<file path="src/rtl/countdown_timer_if.sv">
// Control/status bundle for countdown_timer: reload value and strobes in,
// count and expiry status out.
interface countdown_timer_if #(parameter int WIDTH = 5);
   logic [WIDTH-1:0] data;
   logic             load;
   logic             start;
   logic             enable;
   logic             reload_mode;
   logic             ack;
   logic [WIDTH-1:0] count;
   logic             busy;
   logic             tc;
   logic             done;

   modport master (
      output data, load, start, enable, reload_mode, ack,
      input  count, busy, tc, done
   );

   modport slave (
      input  data, load, start, enable, reload_mode, ack,
      output count, busy, tc, done
   );
endinterface

</file>
<file path="src/rtl/countdown_timer.sv">
// Loadable down-counter with one-shot / auto-reload modes, a registered
// terminal-count pulse and a sticky done flag.
module countdown_timer #(
   parameter int WIDTH = 5
) (
   input logic             clk,
   input logic             rst_,
   countdown_timer_if.slave bus
);

   typedef enum logic [1:0] {IDLE, RUN, DONE} state_t;

   state_t           state_q, state_d;
   logic [WIDTH-1:0] count_q, count_d;
   logic [WIDTH-1:0] reload_q, reload_d;
   logic             tc_q, tc_d;

   always_ff @(posedge clk or negedge rst_) begin
      if (!rst_) begin
         state_q  <= IDLE;
         count_q  <= '0;
         reload_q <= '0;
         tc_q     <= 1'b0;
      end else begin
         state_q  <= state_d;
         count_q  <= count_d;
         reload_q <= reload_d;
         tc_q     <= tc_d;
      end
   end

   // Strobe priority: load > start > ack > enable.
   always_comb begin
      state_d  = state_q;
      count_d  = count_q;
      reload_d = reload_q;
      tc_d     = 1'b0;
      if (bus.load) begin
         reload_d = bus.data;
         count_d  = bus.data;
         state_d  = IDLE;
      end else if (bus.start && (state_q != RUN)) begin
         count_d = reload_q;
         if (reload_q != '0) begin
            state_d = RUN;
         end else begin
            state_d = DONE;
            tc_d    = 1'b1;
         end
      end else if (bus.ack && (state_q == DONE)) begin
         state_d = IDLE;
      end else if (bus.enable && (state_q == RUN)) begin
         // Terminal is detected at 1 so the decrement can never wrap.
         if (count_q > WIDTH'(1)) begin
            count_d = count_q - WIDTH'(1);
         end else begin
            tc_d = 1'b1;
            if (bus.reload_mode) begin
               count_d = reload_q;
            end else begin
               count_d = '0;
               state_d = DONE;
            end
         end
      end
   end

   assign bus.count = count_q;
   assign bus.busy  = (state_q == RUN);
   assign bus.done  = (state_q == DONE);
   assign bus.tc    = tc_q;

endmodule

</file>
<file path="src/flat_wrapper.sv">
// flat-port wrapper written by rule: the top's interface ports become plain ports
module countdown_timer_flat 
#(
   parameter int WIDTH = 5
)
  (clk, rst_, bus_data, bus_load, bus_start, bus_enable, bus_reload_mode, bus_ack, bus_count, bus_busy, bus_tc, bus_done);
  countdown_timer_if #(.WIDTH(WIDTH)) bus_i ();
  input logic clk;
  input logic rst_;
  input wire logic [$bits(bus_i.data)-1:0] bus_data;
  input wire logic [$bits(bus_i.load)-1:0] bus_load;
  input wire logic [$bits(bus_i.start)-1:0] bus_start;
  input wire logic [$bits(bus_i.enable)-1:0] bus_enable;
  input wire logic [$bits(bus_i.reload_mode)-1:0] bus_reload_mode;
  input wire logic [$bits(bus_i.ack)-1:0] bus_ack;
  output wire logic [$bits(bus_i.count)-1:0] bus_count;
  output wire logic [$bits(bus_i.busy)-1:0] bus_busy;
  output wire logic [$bits(bus_i.tc)-1:0] bus_tc;
  output wire logic [$bits(bus_i.done)-1:0] bus_done;
  assign bus_i.data = bus_data;
  assign bus_i.load = bus_load;
  assign bus_i.start = bus_start;
  assign bus_i.enable = bus_enable;
  assign bus_i.reload_mode = bus_reload_mode;
  assign bus_i.ack = bus_ack;
  assign bus_count = bus_i.count;
  assign bus_busy = bus_i.busy;
  assign bus_tc = bus_i.tc;
  assign bus_done = bus_i.done;
  countdown_timer #(.WIDTH(WIDTH)) u_core (.clk(clk), .rst_(rst_), .bus(bus_i));
endmodule
</file>
<file path="config.mk">
export PLATFORM = sky130hd
export DESIGN_NAME = countdown_timer_flat
export DESIGN_NICKNAME = d
export VERILOG_FILES = /design/src/rtl/countdown_timer_if.sv /design/src/rtl/countdown_timer.sv /design/src/flat_wrapper.sv
export SDC_FILE = /design/constraint.sdc
export NUM_CORES = 1
export LEC_CHECK = 0
export CAP_MARGIN = 20
export CORE_MARGIN = 2
export CORE_UTILIZATION = 42
export DETAILED_ROUTE_END_ITERATION = 7
export GPL_TIMING_DRIVEN = 0
export PLACE_DENSITY = 0.73
export SLEW_MARGIN = 10
export SYNTH_ARGS = -nofsm -noshare
export SYNTH_HDL_FRONTEND = slang
export SYNTH_SLANG_ARGS = --single-unit
</file>
<file path="constraint.sdc">
create_clock -name clk -period 1.6 [get_ports clk]
set_input_delay 0.32 -clock clk [delete_from_list [all_inputs] [get_ports clk]]
set_output_delay 0.32 -clock clk [all_outputs]
set_load 0.01 [all_outputs]
</file>
### Word-level counts from Yosys, hierarchy flattened

Cells that the tools add are included.

* $add $sub $neg: 1
* multiply operators: 0
* div/mod/pow operators: 0
* $lt $le $gt $ge: 1
* equality and inequality tests: 6
* shift operators: 0
* muxes and demuxes: 19
* bitwise logic cells: 0
* reduce and logical (&&, ||, !) cells: 8

Operators by type and width (number)
* 5-bit two-way mux: 6
* 2-bit two-way mux: 7
* 4-bit by 2-bit inequality test with 1-bit output, second input constant: 2
* 1-bit two-way mux: 6
* 5-bit by 1-bit greater-than comparator with 1-bit output, second input constant: 1
* 5-bit nonzero test: 1
* 5-bit by 1-bit subtractor with 5-bit output, second input constant: 1
* 4-bit nonzero test: 1
* 1-bit logical AND: 3
* 3-bit by 2-bit inequality test with 1-bit output, second input constant: 1
* 3-bit AND reduction: 1
* 3-bit nonzero test: 1
* 2-bit by 1-bit == test with 1-bit output, second input constant: 1
* 2-bit == test, second input constant: 1
* 2-bit by 1-bit inequality test with 1-bit output, second input constant: 1
* 2-bit AND reduction: 1

* register bits after elaboration: 13
* bits in latches: 0
* bits in writable memories: 0
* bits in read-only memories: 0
* bits of input ports: 12
* output and inout bits: 8
* word-level logic and storage cells: 39
* memories kept: 0

### Longest topological paths before layout

Gate-level depths: netlist (run 1).

* word-level depth: 6
* mapped depth: 6
* gate-level depth less buffers: 6

### Worst setup path before layout (run 1)

OpenSTA, ideal clock, no wires.

* path type: register -> register
* start: register u_core.count_q[1], in the netlist u_core.bus.count[1]
* end: register u_core.count_q[3], in the netlist u_core.bus.count[3]
* arrival: 1561 ps
* required time: 1471 ps
* setup slack: -89 ps
* cell stages (with the launch flop): 7
* buffers on the path: 0
* clock period less this slack: 1689 ps
* cells stage by stage: dfrtp_1 -> inv_1 -> ha_1 -> o21bai_1 -> a32oi_1 -> nor2_1 -> a2111o_1

* cells in the longest elaborated chain, start to end: 6
* elaborated cells on any way between the ends: 7
* those cells by class: add/sub (1); order compare (1); mux (5)

Ends and longest elaborated chain
* start, declared: RTL line countdown_timer.sv:14 `logic [WIDTH-1:0] count_q, count_d;`
* start signal, assigned: RTL line countdown_timer.sv:26 `count_q <= count_d;`
* 5-bit by 1-bit subtractor with 5-bit output or 5-bit by 1-bit greater-than comparator with 1-bit output (tied branches): RTL line countdown_timer.sv:55, countdown_timer.sv:54
* 5-bit two-way mux (*): RTL line countdown_timer.sv:54 `if (count_q > WIDTH'(1)) begin`
* 5-bit two-way mux (*): RTL line countdown_timer.sv:52 `end else if (bus.enable && (state_q == RUN)) begin`
* 5-bit two-way mux (*): RTL line countdown_timer.sv:50 `end else if (bus.ack && (state_q == DONE)) begin`
* 5-bit two-way mux (*): RTL line countdown_timer.sv:42 `end else if (bus.start && (state_q != RUN)) begin`
* 5-bit two-way mux (*): RTL line countdown_timer.sv:38 `if (bus.load) begin`

Mark *: on every way between the ends. The rest lies on a longest branch, timed or not. The select of a mux whose other input is x is not followed.
A chain may end at the register's enable or synchronous reset.

### Worst setup path in the final report (run 1)

* start: register u_core.state_q[1]
* end: register u_core.count_q[3], in the netlist u_core.bus.count[3]

* cells in the longest elaborated chain, start to end: 4
* elaborated cells on any way between the ends: 11
* those cells by class: eq/ne (4); mux (2); reduce/logical (5)

Ends and longest elaborated chain
* start, declared: RTL line countdown_timer.sv:13 `state_t state_q, state_d;`
* start signal, assigned: RTL line countdown_timer.sv:25 `state_q <= state_d;`
* 2-bit == test, or another cell as far along: RTL line countdown_timer.sv:50
* 1-bit logical AND, on equally long branches: RTL line countdown_timer.sv:50, countdown_timer.sv:42, countdown_timer.sv:52
* 3-bit by 2-bit inequality test with 1-bit output (no line), or another cell as far along
* 2-bit AND reduction (no line) or 5-bit two-way mux (tied branches)

Several ways; a longest one is shown, not always the timed one.

==> impl_metrics.xml, run 1 <==
<?xml version="1.0" encoding="UTF-8"?>
<metrics>
  <group name="power_and_ir_drop">
    <metric name="power" unit="µW">987</metric>
    <metric name="clock_power_share" unit="">0.224</metric>
    <metric name="internal-power" unit="µW">650</metric>
    <metric name="standby_leakage_power" unit="nW">0.528</metric>
    <metric name="pwr-share-seq" unit="">0.418</metric>
    <metric name="net-switching-power" unit="µW">337</metric>
    <metric name="vdd_drop_max" unit="mV">0.595</metric>
    <metric name="switching_share" unit="">0.342</metric>
    <metric name="pwr_density_cell" unit="nW/µm²">818</metric>
    <metric name="p_comb_frac" unit="">0.358</metric>
  </group>
  <group name="worst_setup_path">
    <metric name="timing.critical_path.slowest_stage_cell" unit="">sky130_fd_sc_hd__or4_4</metric>
    <metric name="path_delay_family" unit="">simple AND/OR/NAND/NOR gates</metric>
    <metric name="crit_required" unit="ns">1.78</metric>
    <metric name="crit_path_max_fanout" unit="">3</metric>
    <metric name="path_buf_inv" unit="">1</metric>
    <metric name="critPathArrivalTime" unit="ns">1.85</metric>
    <metric name="worst_r2r_path_depth" unit="">5</metric>
    <metric name="startpoint_kind_of_the_worst_setup_timing_path" unit="">flop</metric>
    <metric name="worst_r2r_startpoint" unit="">u_core.state_q[1]</metric>
    <metric name="setup.reg_to_reg.worst_slack" unit="ns">-0.07</metric>
    <metric name="cp-end-kind" unit="">flop</metric>
    <metric name="crit_path_cell_trace" unit="">buf_4 -&gt; nand3b_4 -&gt; or4_4 -&gt; and3_4 -&gt; a2111o_1</metric>
    <metric name="critical_path.reg2reg.endpoint" unit="">u_core.bus.count[3]</metric>
    <metric name="timing.setup.critical_path_class" unit="">flop to flop</metric>
    <metric name="slowest_stage_delay_on_critical_path" unit="ns">0.44</metric>
  </group>
  <group name="final_layout">
    <metric name="post-route-util" unit="">0.706</metric>
    <metric name="final_layout_size_suffix_gt1_frac" unit="">0.400</metric>
    <metric name="fin_nets" unit="">125</metric>
    <metric name="final_area" unit="µm²">1210</metric>
    <metric name="syn_to_final_growth" unit="%">59.1</metric>
    <metric name="layoutNonFillerInstCount" unit="">135</metric>
    <metric name="antenna-diode-count" unit="">0</metric>
  </group>
  <group name="drt">
    <metric name="vias" unit="">770</metric>
    <metric name="postRouteAntennaNets" unit="">0</metric>
    <metric name="wirelength" unit="mm">2.19</metric>
    <metric name="number_of_vias_per_cell" unit="">5.70</metric>
    <metric name="drt_first_iter_violations" unit="">26</metric>
    <metric name="detailedRoute.firstPassIterationCount" unit="">4</metric>
    <metric name="detail_route.wl_per_cell" unit="µm">16.2</metric>
    <metric name="drc_errors_left" unit="">0</metric>
  </group>
  <group name="outcome">
    <metric name="status" unit="">complete, but fails checks</metric>
    <metric name="violations" unit="">setup timing</metric>
  </group>
  <group name="placement">
    <metric name="detailedPlace.worstSlack" unit="ns">-0.487</metric>
    <metric name="dpl-instance-area" unit="µm²">995</metric>
    <metric name="post-dp-hpwl" unit="mm">1.30</metric>
    <metric name="port_buffers" unit="">18</metric>
    <metric name="placed_cells_incl_taps" unit="">120</metric>
    <metric name="gp_routability_congestion" unit="">0.768</metric>
  </group>
  <group name="synth">
    <metric name="synth-edff-count" unit="">0</metric>
    <metric name="sequential_element_share_of_the_synthesized_area" unit="">0.429</metric>
    <metric name="yosys_warnings" unit="">0</metric>
    <metric name="synth.ff_latch_count" unit="">13</metric>
    <metric name="synth_area_leader_cell" unit="">sky130_fd_sc_hd__dfrtp_1</metric>
    <metric name="netlist_area" unit="µm²">758</metric>
    <metric name="synth_cells" unit="">77</metric>
    <metric name="synth.avg_cell_area" unit="µm²">9.85</metric>
    <metric name="synth_top_area_frac" unit="">0.429</metric>
    <metric name="synth_ff_type" unit="">sky130_fd_sc_hd__dfrtp_1</metric>
    <metric name="synth_nets" unit="">91</metric>
    <metric name="synth.distinct_cells" unit="">33</metric>
    <metric name="synthArstFlopShare" unit="">1.00</metric>
    <metric name="netlist_top_cells_area" unit="">sky130_fd_sc_hd__dfrtp_1, sky130_fd_sc_hd__mux2_2, sky130_fd_sc_hd__ha_1</metric>
  </group>
  <group name="sta">
    <metric name="setup_total_negative_slack" unit="ns">-0.252</metric>
    <metric name="min_period_over_period" unit="">1.04</metric>
    <metric name="rsz0062_at_grt" unit="">true</metric>
    <metric name="finalHoldWorstSlack" unit="ns">0.402</metric>
    <metric name="final-max-slew-violation-count" unit="">0</metric>
    <metric name="report.final.setup_viol" unit="">6</metric>
    <metric name="worst-slew-pin-transition" unit="ns">0.619</metric>
    <metric name="final.setup_skew" unit="ns">0.00404</metric>
    <metric name="timing.max_slew.rel_slack" unit="">0.586</metric>
    <metric name="max_freq" unit="MHz">599</metric>
    <metric name="finalHoldViolations" unit="">0</metric>
    <metric name="timing.final.ws_setup" unit="ns">-0.0699</metric>
    <metric name="period_minus_slack" unit="ns">1.67</metric>
  </group>
  <group name="clock_tree">
    <metric name="clock_pin_slew_worst_setup_and_hold_paths" unit="ns">0.09</metric>
    <metric name="cts_tree" unit="">built</metric>
    <metric name="clock_latency" unit="ns">0.29</metric>
    <metric name="cts.sink_count" unit="">13</metric>
    <metric name="cts_root_buffer" unit="">sky130_fd_sc_hd__clkbuf_4</metric>
    <metric name="numCtsBuffers" unit="">3</metric>
    <metric name="cts.path.max_buffers" unit="">2</metric>
    <metric name="htree_levels" unit="">1</metric>
    <metric name="cts_hold_repair.buffers" unit="">0</metric>
  </group>
  <group name="grt">
    <metric name="grtUsageTotal" unit="">0.226</metric>
    <metric name="pin_count_of_the_biggest_net_entering_global_routing" unit="">14</metric>
    <metric name="antenna_found_initial" unit="">0</metric>
    <metric name="grt_first_pass_wirelength" unit="mm">3.33</metric>
    <metric name="first_global_vias" unit="">740</metric>
    <metric name="grt_overflow_total" unit="">0</metric>
  </group>
  <group name="floorplanning">
    <metric name="die_w" unit="µm">46.5</metric>
    <metric name="num_io_pins" unit="">20</metric>
    <metric name="std_cell_rows" unit="">15</metric>
    <metric name="core_region_area" unit="µm²">1710</metric>
    <metric name="start_util" unit="">0.444</metric>
    <metric name="area_of_the_die" unit="µm²">2160</metric>
    <metric name="die_h" unit="µm">46.5</metric>
  </group>
  <group name="min_path">
    <metric name="holdCritPathClass" unit="">input pin to asynchronous set/reset pin</metric>
  </group>
  <group name="job">
    <metric name="max_cap_viol_count" unit="">0</metric>
  </group>
</metrics>
[cells by family after synthesis]
kind of cell             Yosys count  synth area share
AO/OA/AOI/OAI                     19             0.200
XOR/XNOR                           1            0.0116
adder cells (fa/ha/maj)            2            0.0330
buffers and inverters              7            0.0347
flip-flops                        13             0.429
multiplexers                       3            0.0446
AND/OR/NAND/NOR                   32             0.248
[worst max path at each step]
stage | startpoint | to | slack, ns | cells past startpoint
5_1_grt | u_core.state_q[1] | u_core.state_q[1] | -0.12 | 6
4_1_cts | u_core.state_q[1] | u_core.bus.count[3] | -0.13 | 5
2_1_floorplan | u_core.bus.count[0] | u_core.bus.count[3] | -0.02 | 3
6_report | u_core.state_q[1] | u_core.bus.count[3] | -0.07 | 5
3_5_place_dp | bus_enable | u_core.bus.count[3] | -0.49 | 5
3_3_place_gp | bus_enable | u_core.bus.count[3] | -0.46 | 5
[state kept, by name, indices dropped and copies added (netlist names)]
| signal | flops |
|---|---|
| u_core.reload_q | 5 |
| u_core.bus.count | 5 |
| u_core.state_q | 2 |
| u_core.bus.tc | 1 |
[cell usage in the layout, fill, tap and decap left out, types with 2 or more instances in the layout]
cell type	n
sky130_fd_sc_hd__inv_1	3
sky130_fd_sc_hd__mux2_2	3
sky130_fd_sc_hd__nor2_1	4
sky130_fd_sc_hd__and2_1	2
sky130_fd_sc_hd__nand3_2	2
sky130_fd_sc_hd__clkbuf_4	3
sky130_fd_sc_hd__dlygate4sd2_1	3
sky130_fd_sc_hd__inv_2	2
sky130_fd_sc_hd__clkdlybuf4s50_1	13
sky130_fd_sc_hd__dfrtp_2	4
sky130_fd_sc_hd__nand2_1	6
sky130_fd_sc_hd__clkbuf_1	2
sky130_fd_sc_hd__dfrtp_1	9
sky130_fd_sc_hd__dlymetal6s2s_1	2
sky130_fd_sc_hd__a21oi_2	2
sky130_fd_sc_hd__or4_4	2
sky130_fd_sc_hd__buf_4	11
sky130_fd_sc_hd__nand3_1	2
sky130_fd_sc_hd__a221o_1	2
sky130_fd_sc_hd__nand2b_1	3
[final cells by class]
type,instances,area (µm²)
multi-input cells,57,527
clock inverters,1,5.00
flip-flops and latches,13,330
plain buffers,2,7.51
inverters,5,18.8
fillers,120,502
repair buffers,29,264
clock buffers,3,22.5
well taps,25,31.3
[layer usage]
layer	wire length [µm]	track usage	part of all wire	up-vias
met5	0	0	0	-
met2	1100	0.358	0.50	37
li1	-	-	-	357
met1	856	0.265	0.39	368
met4	49	0.103	0.022	0
met3	181	0.0941	0.083	8
[Yosys cell counts (2+ instances only)]
cell type and instances:
sky130_fd_sc_hd__dfrtp_1 13, sky130_fd_sc_hd__nand2_1 6, sky130_fd_sc_hd__nor2_1 6, sky130_fd_sc_hd__inv_1 5, sky130_fd_sc_hd__nand3_1 4, sky130_fd_sc_hd__a21oi_1 3
sky130_fd_sc_hd__mux2_2 3, sky130_fd_sc_hd__nand2b_1 3, sky130_fd_sc_hd__or4_1 3, sky130_fd_sc_hd__a221o_1 2, sky130_fd_sc_hd__a32oi_1 2, sky130_fd_sc_hd__and2_1 2
sky130_fd_sc_hd__clkbuf_1 2, sky130_fd_sc_hd__ha_1 2, sky130_fd_sc_hd__nor4b_1 2, sky130_fd_sc_hd__o21ai_0 2
[power groups by stage]
stage / clock network, mW / logic (mW) / registers (mW)
2_1_floorplan: 0 / 0.136 / 0.419
3_3_place_gp: 0 / 0.252 / 0.419
3_5_place_dp: 0 / 0.256 / 0.420
4_1_cts: 0.219 / 0.316 / 0.412
5_1_grt: 0.236 / 0.380 / 0.418
6_report: 0.221 / 0.354 / 0.412
[timing repair]
item | CTS | global route
setup buffers | 10 | 1
gates resized for setup | 15 | 12
cloned | 0 | 0
pin swaps | 11 | 4
endpoints found under the setup margin | 11 | 11
(Power assumes the default switching activity.)
==> run 2, diff against run 1 <==
- CORE_UTILIZATION: 42 -> 50
- DONT_BUFFER_PORTS: not set -> 1
- PLACE_DENSITY: 0.73 -> 0.68
- SLEW_MARGIN: 10 -> 0
- TNS_END_PERCENT: not set -> 100
==> run 2 against run 1 <==
- the flow still finishes with violations (setup timing)
- core utilization down 1.6 points
- fmax down 1.8%
- clock skew about the same
- first-iteration DRC count up 35%
- critical path depth up 1
- setup slack worse by 0.031 ns
- global-route usage down 1.2 points
- largest power group unchanged
==> impl_metrics.xml, run 2 (same netlist as run 1, synthesis figures left out) <==
<?xml version="1.0" encoding="UTF-8"?>
<metrics>
  <group name="outcome">
    <metric name="status" unit="">complete, but fails checks</metric>
    <metric name="violations" unit="">setup timing</metric>
  </group>
  <group name="grt">
    <metric name="first_global_vias" unit="">611</metric>
    <metric name="pin_count_of_the_biggest_net_entering_global_routing" unit="">14</metric>
    <metric name="grtUsageTotal" unit="">0.214</metric>
    <metric name="antenna_found_initial" unit="">0</metric>
    <metric name="grt_first_pass_wirelength" unit="mm">2.85</metric>
    <metric name="grt_overflow_total" unit="">0</metric>
  </group>
  <group name="floorplanning">
    <metric name="core_region_area" unit="µm²">1470</metric>
    <metric name="start_util" unit="">0.515</metric>
    <metric name="std_cell_rows" unit="">14</metric>
    <metric name="num_io_pins" unit="">20</metric>
    <metric name="die_w" unit="µm">42.9</metric>
    <metric name="area_of_the_die" unit="µm²">1840</metric>
    <metric name="die_h" unit="µm">42.9</metric>
  </group>
  <group name="worst_setup_path">
    <metric name="timing.setup.critical_path_class" unit="">flop to flop</metric>
    <metric name="worst_r2r_path_depth" unit="">6</metric>
    <metric name="slowest_stage_delay_on_critical_path" unit="ns">0.46</metric>
    <metric name="setup.reg_to_reg.worst_slack" unit="ns">-0.10</metric>
    <metric name="critPathArrivalTime" unit="ns">1.87</metric>
    <metric name="path_delay_family" unit="">compound AO/OA/AOI/OAI gates</metric>
    <metric name="path_buf_inv" unit="">1</metric>
    <metric name="crit_required" unit="ns">1.77</metric>
    <metric name="timing.critical_path.slowest_stage_cell" unit="">sky130_fd_sc_hd__dfrtp_2</metric>
    <metric name="startpoint_kind_of_the_worst_setup_timing_path" unit="">flop</metric>
    <metric name="crit_path_max_fanout" unit="">5</metric>
    <metric name="critical_path.reg2reg.endpoint" unit="">u_core.bus.count[3]</metric>
    <metric name="crit_path_cell_trace" unit="">inv_2 -&gt; ha_4 -&gt; o21bai_4 -&gt; a32oi_2 -&gt; nor2_2 -&gt; a2111o_1</metric>
    <metric name="worst_r2r_startpoint" unit="">u_core.bus.count[1]</metric>
    <metric name="cp-end-kind" unit="">flop</metric>
  </group>
  <group name="drt">
    <metric name="detail_route.wl_per_cell" unit="µm">18.4</metric>
    <metric name="met2_length" unit="µm">964</metric>
    <metric name="detailedRoute.firstPassIterationCount" unit="">4</metric>
    <metric name="postRouteAntennaNets" unit="">0</metric>
    <metric name="drc_errors_left" unit="">0</metric>
    <metric name="number_of_vias_per_cell" unit="">6.52</metric>
    <metric name="wl_met3" unit="µm">145</metric>
    <metric name="wirelength" unit="mm">1.93</metric>
    <metric name="vias" unit="">685</metric>
    <metric name="drt_first_iter_violations" unit="">35</metric>
    <metric name="wl_met1" unit="µm">745</metric>
    <metric name="maxUsedRoutingLayer" unit="">met4</metric>
  </group>
  <group name="sta">
    <metric name="worst-slew-pin-transition" unit="ns">0.593</metric>
    <metric name="timing.max_slew.rel_slack" unit="">0.603</metric>
    <metric name="max_freq" unit="MHz">588</metric>
    <metric name="final-max-slew-violation-count" unit="">0</metric>
    <metric name="min_period_over_period" unit="">1.06</metric>
    <metric name="report.final.setup_viol" unit="">4</metric>
    <metric name="final.setup_skew" unit="ns">0.00412</metric>
    <metric name="period_minus_slack" unit="ns">1.70</metric>
    <metric name="timing.final.ws_setup" unit="ns">-0.101</metric>
    <metric name="rsz0062_at_grt" unit="">true</metric>
    <metric name="finalHoldViolations" unit="">0</metric>
  </group>
  <group name="job">
    <metric name="max_cap_viol_count" unit="">0</metric>
  </group>
  <group name="placement">
    <metric name="post-dp-hpwl" unit="mm">1.18</metric>
    <metric name="gp_routability_congestion" unit="">0.805</metric>
    <metric name="port_buffers" unit="">0</metric>
    <metric name="detailedPlace.worstSlack" unit="ns">-0.132</metric>
  </group>
  <group name="power_and_ir_drop">
    <metric name="switching_share" unit="">0.345</metric>
    <metric name="internal-power" unit="µW">592</metric>
    <metric name="clock_power_share" unit="">0.232</metric>
    <metric name="standby_leakage_power" unit="nW">0.413</metric>
    <metric name="pwr_density_cell" unit="nW/µm²">890</metric>
    <metric name="power" unit="µW">904</metric>
    <metric name="p_comb_frac" unit="">0.287</metric>
    <metric name="vdd_drop_max" unit="mV">0.707</metric>
    <metric name="net-switching-power" unit="µW">312</metric>
    <metric name="pwr-share-seq" unit="">0.481</metric>
  </group>
  <group name="final_layout">
    <metric name="syn_to_final_growth" unit="%">34.0</metric>
    <metric name="fin_nets" unit="">104</metric>
    <metric name="most-common-layout-cells" unit="">sky130_fd_sc_hd__dfrtp_1, sky130_fd_sc_hd__buf_4, sky130_fd_sc_hd__nand2_1</metric>
    <metric name="antenna-diode-count" unit="">0</metric>
    <metric name="mostFrequentLayoutCell" unit="">sky130_fd_sc_hd__dfrtp_1</metric>
    <metric name="post-route-util" unit="">0.690</metric>
    <metric name="fillers" unit="">107</metric>
    <metric name="final_layout_size_suffix_gt1_frac" unit="">0.427</metric>
  </group>
  <group name="clock_tree">
    <metric name="cts.path.max_buffers" unit="">2</metric>
    <metric name="numCtsBuffers" unit="">3</metric>
    <metric name="htree_levels" unit="">1</metric>
    <metric name="cts.sink_count" unit="">13</metric>
    <metric name="clock_latency" unit="ns">0.28</metric>
    <metric name="clock_pin_slew_worst_setup_and_hold_paths" unit="ns">0.08</metric>
    <metric name="cts_root_buffer" unit="">sky130_fd_sc_hd__clkbuf_4</metric>
    <metric name="cts_tree" unit="">built</metric>
  </group>
  <group name="min_path">
    <metric name="holdPathEnd" unit="">u_core.reload_q[2]</metric>
    <metric name="hold_start" unit="">bus_data[2]</metric>
    <metric name="holdCritPathClass" unit="">input pin to flop</metric>
    <metric name="timing.hold.worst_path_depth" unit="">1</metric>
  </group>
</metrics>
-- run 2: worst max path at each step --
stage	from	endpoint	cells after the start
finish	u_core.bus.count[1]	u_core.bus.count[3]	6
global placement	u_core.bus.count[1]	u_core.bus.count[3]	6
floorplan	u_core.bus.count[0]	u_core.bus.count[3]	3
global route	u_core.bus.count[1]	u_core.bus.count[2]	6
CTS	u_core.bus.count[0]	u_core.bus.count[3]	3
detailed placement	u_core.bus.count[1]	u_core.bus.count[3]	6
-- run 2: routing by layer --
metal  global-route usage  vias up
li1                     -      316
met1                0.289      319
met2                0.333       38
met3               0.0298       12
met4                0.109        0
met5                    0        -
-- run 2: power groups by stage --
stage | logic (mW) | clock network, mW | registers (mW)
floorplan | 0.136 | 0 | 0.419
global placement | 0.157 | 0 | 0.431
detailed placement | 0.159 | 0 | 0.432
CTS | 0.204 | 0.212 | 0.428
global route | 0.280 | 0.219 | 0.442
finish | 0.259 | 0.210 | 0.435
-- run 2: final cells by class --
type,count,area [µm²],share of cell area
multi-input combinational,57,552,0.543
sequential,13,329,0.324
timing repair buffer,8,62.6,0.0616
clock buffer,4,26.3,0.0259
tap,16,20.0,0.0197
inverter,5,18.8,0.0185
buffer,2,7.51,0.00739
-- run 2: through the flow --
step	setup TNS [ns]	instance area, µm²	hold slack [ns]	instances
2_1_floorplan	-0.0242	783	0.0244	77
3_3_place_gp	-0.531	803	0.0247	93
3_5_place_dp	-0.499	803	0.0247	93
4_1_cts	-0.158	925	0.184	102
5_1_grt	-0.553	1020	0.181	105
6_report	-0.310	1020	0.181	105
-- run 2: worst reg2reg max path: stages (launching register included) --
cell                       delay, ns
sky130_fd_sc_hd__dfrtp_2        0.46
sky130_fd_sc_hd__inv_2          0.08
sky130_fd_sc_hd__ha_4           0.16
sky130_fd_sc_hd__o21bai_4       0.19
sky130_fd_sc_hd__a32oi_2        0.25
sky130_fd_sc_hd__nor2_2         0.08
sky130_fd_sc_hd__a2111o_1       0.37
-- run 2: repair_timing --
action                     CTS  global route
buffers inserted             4             3
setup endpoints to repair    5             7
pin swaps                    7             6
resized for setup           12            12
hold endpoints to repair    13             0
hold buffers                 1             0
==> run 3, diff against run 2 <==
- CAP_MARGIN: 20 -> not set
- SKIP_CTS_REPAIR_TIMING: not set -> 1
==> run 3 against run 2 <==
- highest routed layer unchanged
- power shrank 2.0%
- the run still ends with setup timing left
- core utilization down 2.0 points
- die area stayed put
- sequential share of layout area is 0.94 points higher
- clock power barely moved
- register-to-register slack hardly changed
==> impl_metrics.xml, run 3 (same netlist as run 1, synthesis figures left out) <==
<?xml version="1.0" encoding="UTF-8"?>
<metrics>
  <group name="floorplanning">
    <metric name="core_region_area" unit="µm²">1470</metric>
    <metric name="std_cell_rows" unit="">14</metric>
    <metric name="die_w" unit="µm">42.9</metric>
    <metric name="start_util" unit="">0.515</metric>
    <metric name="num_io_pins" unit="">20</metric>
    <metric name="die_h" unit="µm">42.9</metric>
    <metric name="area_of_the_die" unit="µm²">1840</metric>
  </group>
  <group name="worst_setup_path">
    <metric name="timing.critical_path.slowest_stage_cell" unit="">sky130_fd_sc_hd__dfrtp_1</metric>
    <metric name="timing.setup.critical_path_class" unit="">flop to flop</metric>
    <metric name="critPathArrivalTime" unit="ns">1.88</metric>
    <metric name="setup.reg_to_reg.worst_slack" unit="ns">-0.11</metric>
    <metric name="cp-end-kind" unit="">flop</metric>
    <metric name="worst_r2r_path_depth" unit="">4</metric>
    <metric name="path_buf_inv" unit="">0</metric>
    <metric name="crit_start" unit="">u_core.bus.count[3]</metric>
    <metric name="worst_r2r_startpoint" unit="">u_core.bus.count[3]</metric>
    <metric name="timing.critical_path.to" unit="">u_core.state_q[1]</metric>
    <metric name="path_delay_family" unit="">simple AND/OR/NAND/NOR gates</metric>
    <metric name="crit_path_max_fanout" unit="">5</metric>
    <metric name="crit_required" unit="ns">1.77</metric>
    <metric name="cp_num_cells" unit="">4</metric>
    <metric name="startpoint_kind_of_the_worst_setup_timing_path" unit="">flop</metric>
    <metric name="crit_path_cell_trace" unit="">nor3_4 -&gt; nand3_1 -&gt; o211ai_1 -&gt; nor4b_2</metric>
    <metric name="critical_path.reg2reg.endpoint" unit="">u_core.state_q[1]</metric>
    <metric name="slowest_stage_delay_on_critical_path" unit="ns">0.48</metric>
  </group>
  <group name="final_layout">
    <metric name="most-common-layout-cells" unit="">sky130_fd_sc_hd__dfrtp_1, sky130_fd_sc_hd__nand2_1, sky130_fd_sc_hd__buf_4</metric>
    <metric name="final_area" unit="µm²">987</metric>
    <metric name="final_layout_size_suffix_gt1_frac" unit="">0.391</metric>
    <metric name="syn_to_final_growth" unit="%">30.2</metric>
    <metric name="fin_nets" unit="">102</metric>
    <metric name="antenna-diode-count" unit="">0</metric>
    <metric name="post-route-util" unit="">0.671</metric>
    <metric name="mostFrequentLayoutCell" unit="">sky130_fd_sc_hd__dfrtp_1</metric>
  </group>
  <group name="drt">
    <metric name="vias" unit="">644</metric>
    <metric name="wirelength" unit="mm">1.92</metric>
    <metric name="detail_route.wl_per_cell" unit="µm">18.7</metric>
    <metric name="postRouteAntennaNets" unit="">0</metric>
    <metric name="drc_errors_left" unit="">0</metric>
    <metric name="drt_first_iter_violations" unit="">14</metric>
    <metric name="detailedRoute.firstPassIterationCount" unit="">4</metric>
    <metric name="number_of_vias_per_cell" unit="">6.25</metric>
  </group>
  <group name="grt">
    <metric name="antenna_found_initial" unit="">0</metric>
    <metric name="grt_first_pass_wirelength" unit="mm">2.68</metric>
    <metric name="grt_overflow_total" unit="">0</metric>
    <metric name="pin_count_of_the_biggest_net_entering_global_routing" unit="">14</metric>
    <metric name="grtUsageTotal" unit="">0.198</metric>
    <metric name="first_global_vias" unit="">597</metric>
  </group>
  <group name="placement">
    <metric name="port_buffers" unit="">0</metric>
    <metric name="post-dp-hpwl" unit="mm">1.18</metric>
    <metric name="dpl-instance-area" unit="µm²">803</metric>
    <metric name="gp_routability_congestion" unit="">0.805</metric>
  </group>
  <group name="clock_tree">
    <metric name="cts_root_buffer" unit="">sky130_fd_sc_hd__clkbuf_4</metric>
    <metric name="numCtsBuffers" unit="">3</metric>
    <metric name="cts.path.max_buffers" unit="">2</metric>
    <metric name="clock_latency" unit="ns">0.28</metric>
    <metric name="clock_pin_slew_worst_setup_and_hold_paths" unit="ns">0.08</metric>
    <metric name="cts.sink_count" unit="">13</metric>
    <metric name="cts_tree" unit="">built</metric>
    <metric name="htree_levels" unit="">1</metric>
  </group>
  <group name="min_path">
    <metric name="holdCritPathClass" unit="">input pin to flop</metric>
    <metric name="hold_start" unit="">bus_data[2]</metric>
    <metric name="timing.hold.worst_path_depth" unit="">1</metric>
  </group>
  <group name="power_and_ir_drop">
    <metric name="power" unit="µW">886</metric>
    <metric name="pwr_density_cell" unit="nW/µm²">897</metric>
    <metric name="vdd_drop_max" unit="mV">0.737</metric>
    <metric name="standby_leakage_power" unit="nW">0.399</metric>
  </group>
  <group name="sta">
    <metric name="max_freq" unit="MHz">584</metric>
    <metric name="final-max-slew-violation-count" unit="">0</metric>
    <metric name="worst-slew-pin-transition" unit="ns">0.590</metric>
    <metric name="finalHoldWorstSlack" unit="ns">0.190</metric>
    <metric name="final.setup_skew" unit="ns">0.00118</metric>
    <metric name="timing.max_slew.rel_slack" unit="">0.606</metric>
    <metric name="timing.final.ws_setup" unit="ns">-0.113</metric>
    <metric name="report.final.setup_viol" unit="">5</metric>
    <metric name="rsz0062_at_grt" unit="">true</metric>
    <metric name="min_period_over_period" unit="">1.07</metric>
    <metric name="period_minus_slack" unit="ns">1.71</metric>
    <metric name="finalHoldViolations" unit="">0</metric>
  </group>
  <group name="outcome">
    <metric name="status" unit="">complete, but fails checks</metric>
    <metric name="violations" unit="">setup timing</metric>
  </group>
  <group name="job">
    <metric name="max_cap_viol_count" unit="">0</metric>
  </group>
</metrics>
-- run 3: per-layer routing --
metal	track usage	wire [µm]
met3	0.0298	93
met1	0.284	815
met2	0.294	977
met4	0.0909	38
met5	0	0
-- run 3: metrics by stage --
step | setup WS [ns] | std cells | setup TNS (ns)
after global routing | -0.183 | 103 | -0.693
after floorplan | -0.0242 | 77 | -0.0242
after detailed placement | -0.132 | 93 | -0.499
after global placement | -0.126 | 93 | -0.531
final | -0.113 | 103 | -0.349
after CTS | -0.224 | 97 | -0.736
-- run 3: worst register-to-register path: stages (launching register included) --
cell and delay [ns]:
sky130_fd_sc_hd__dfrtp_1 0.48, sky130_fd_sc_hd__nor3_4 0.33, sky130_fd_sc_hd__nand3_1 0.24, sky130_fd_sc_hd__o211ai_1 0.27
sky130_fd_sc_hd__nor4b_2 0.29
-- run 3: area by class of cell --
type / count / area (µm²)
Fill cell: 112 / 484
Clock buffer: 4 / 26.3
Buffer: 2 / 7.51
Timing Repair Buffer: 6 / 47.5
Multi-Input combinational cell: 57 / 538
Tap cell: 16 / 20.0
Sequential cell: 13 / 329
Inverter: 5 / 18.8
-- run 3: worst min path at each step --
stage / end / slack, ns
final: u_core.reload_q[2] / 0.19
after CTS: u_core.bus.count[0] / -0.28
after floorplan: u_core.bus.count[0] / 0.02
after global routing: u_core.reload_q[2] / 0.18
after detailed placement: u_core.bus.count[0] / 0.02
after global placement: u_core.bus.count[0] / 0.02
-- run 3: report_power, final --
| part | internal [mW] | switching (mW) |
|---|---|---|
| clock | 0.0967 | 0.110 |
| combinational | 0.119 | 0.123 |
| sequential | 0.367 | 0.0697 |
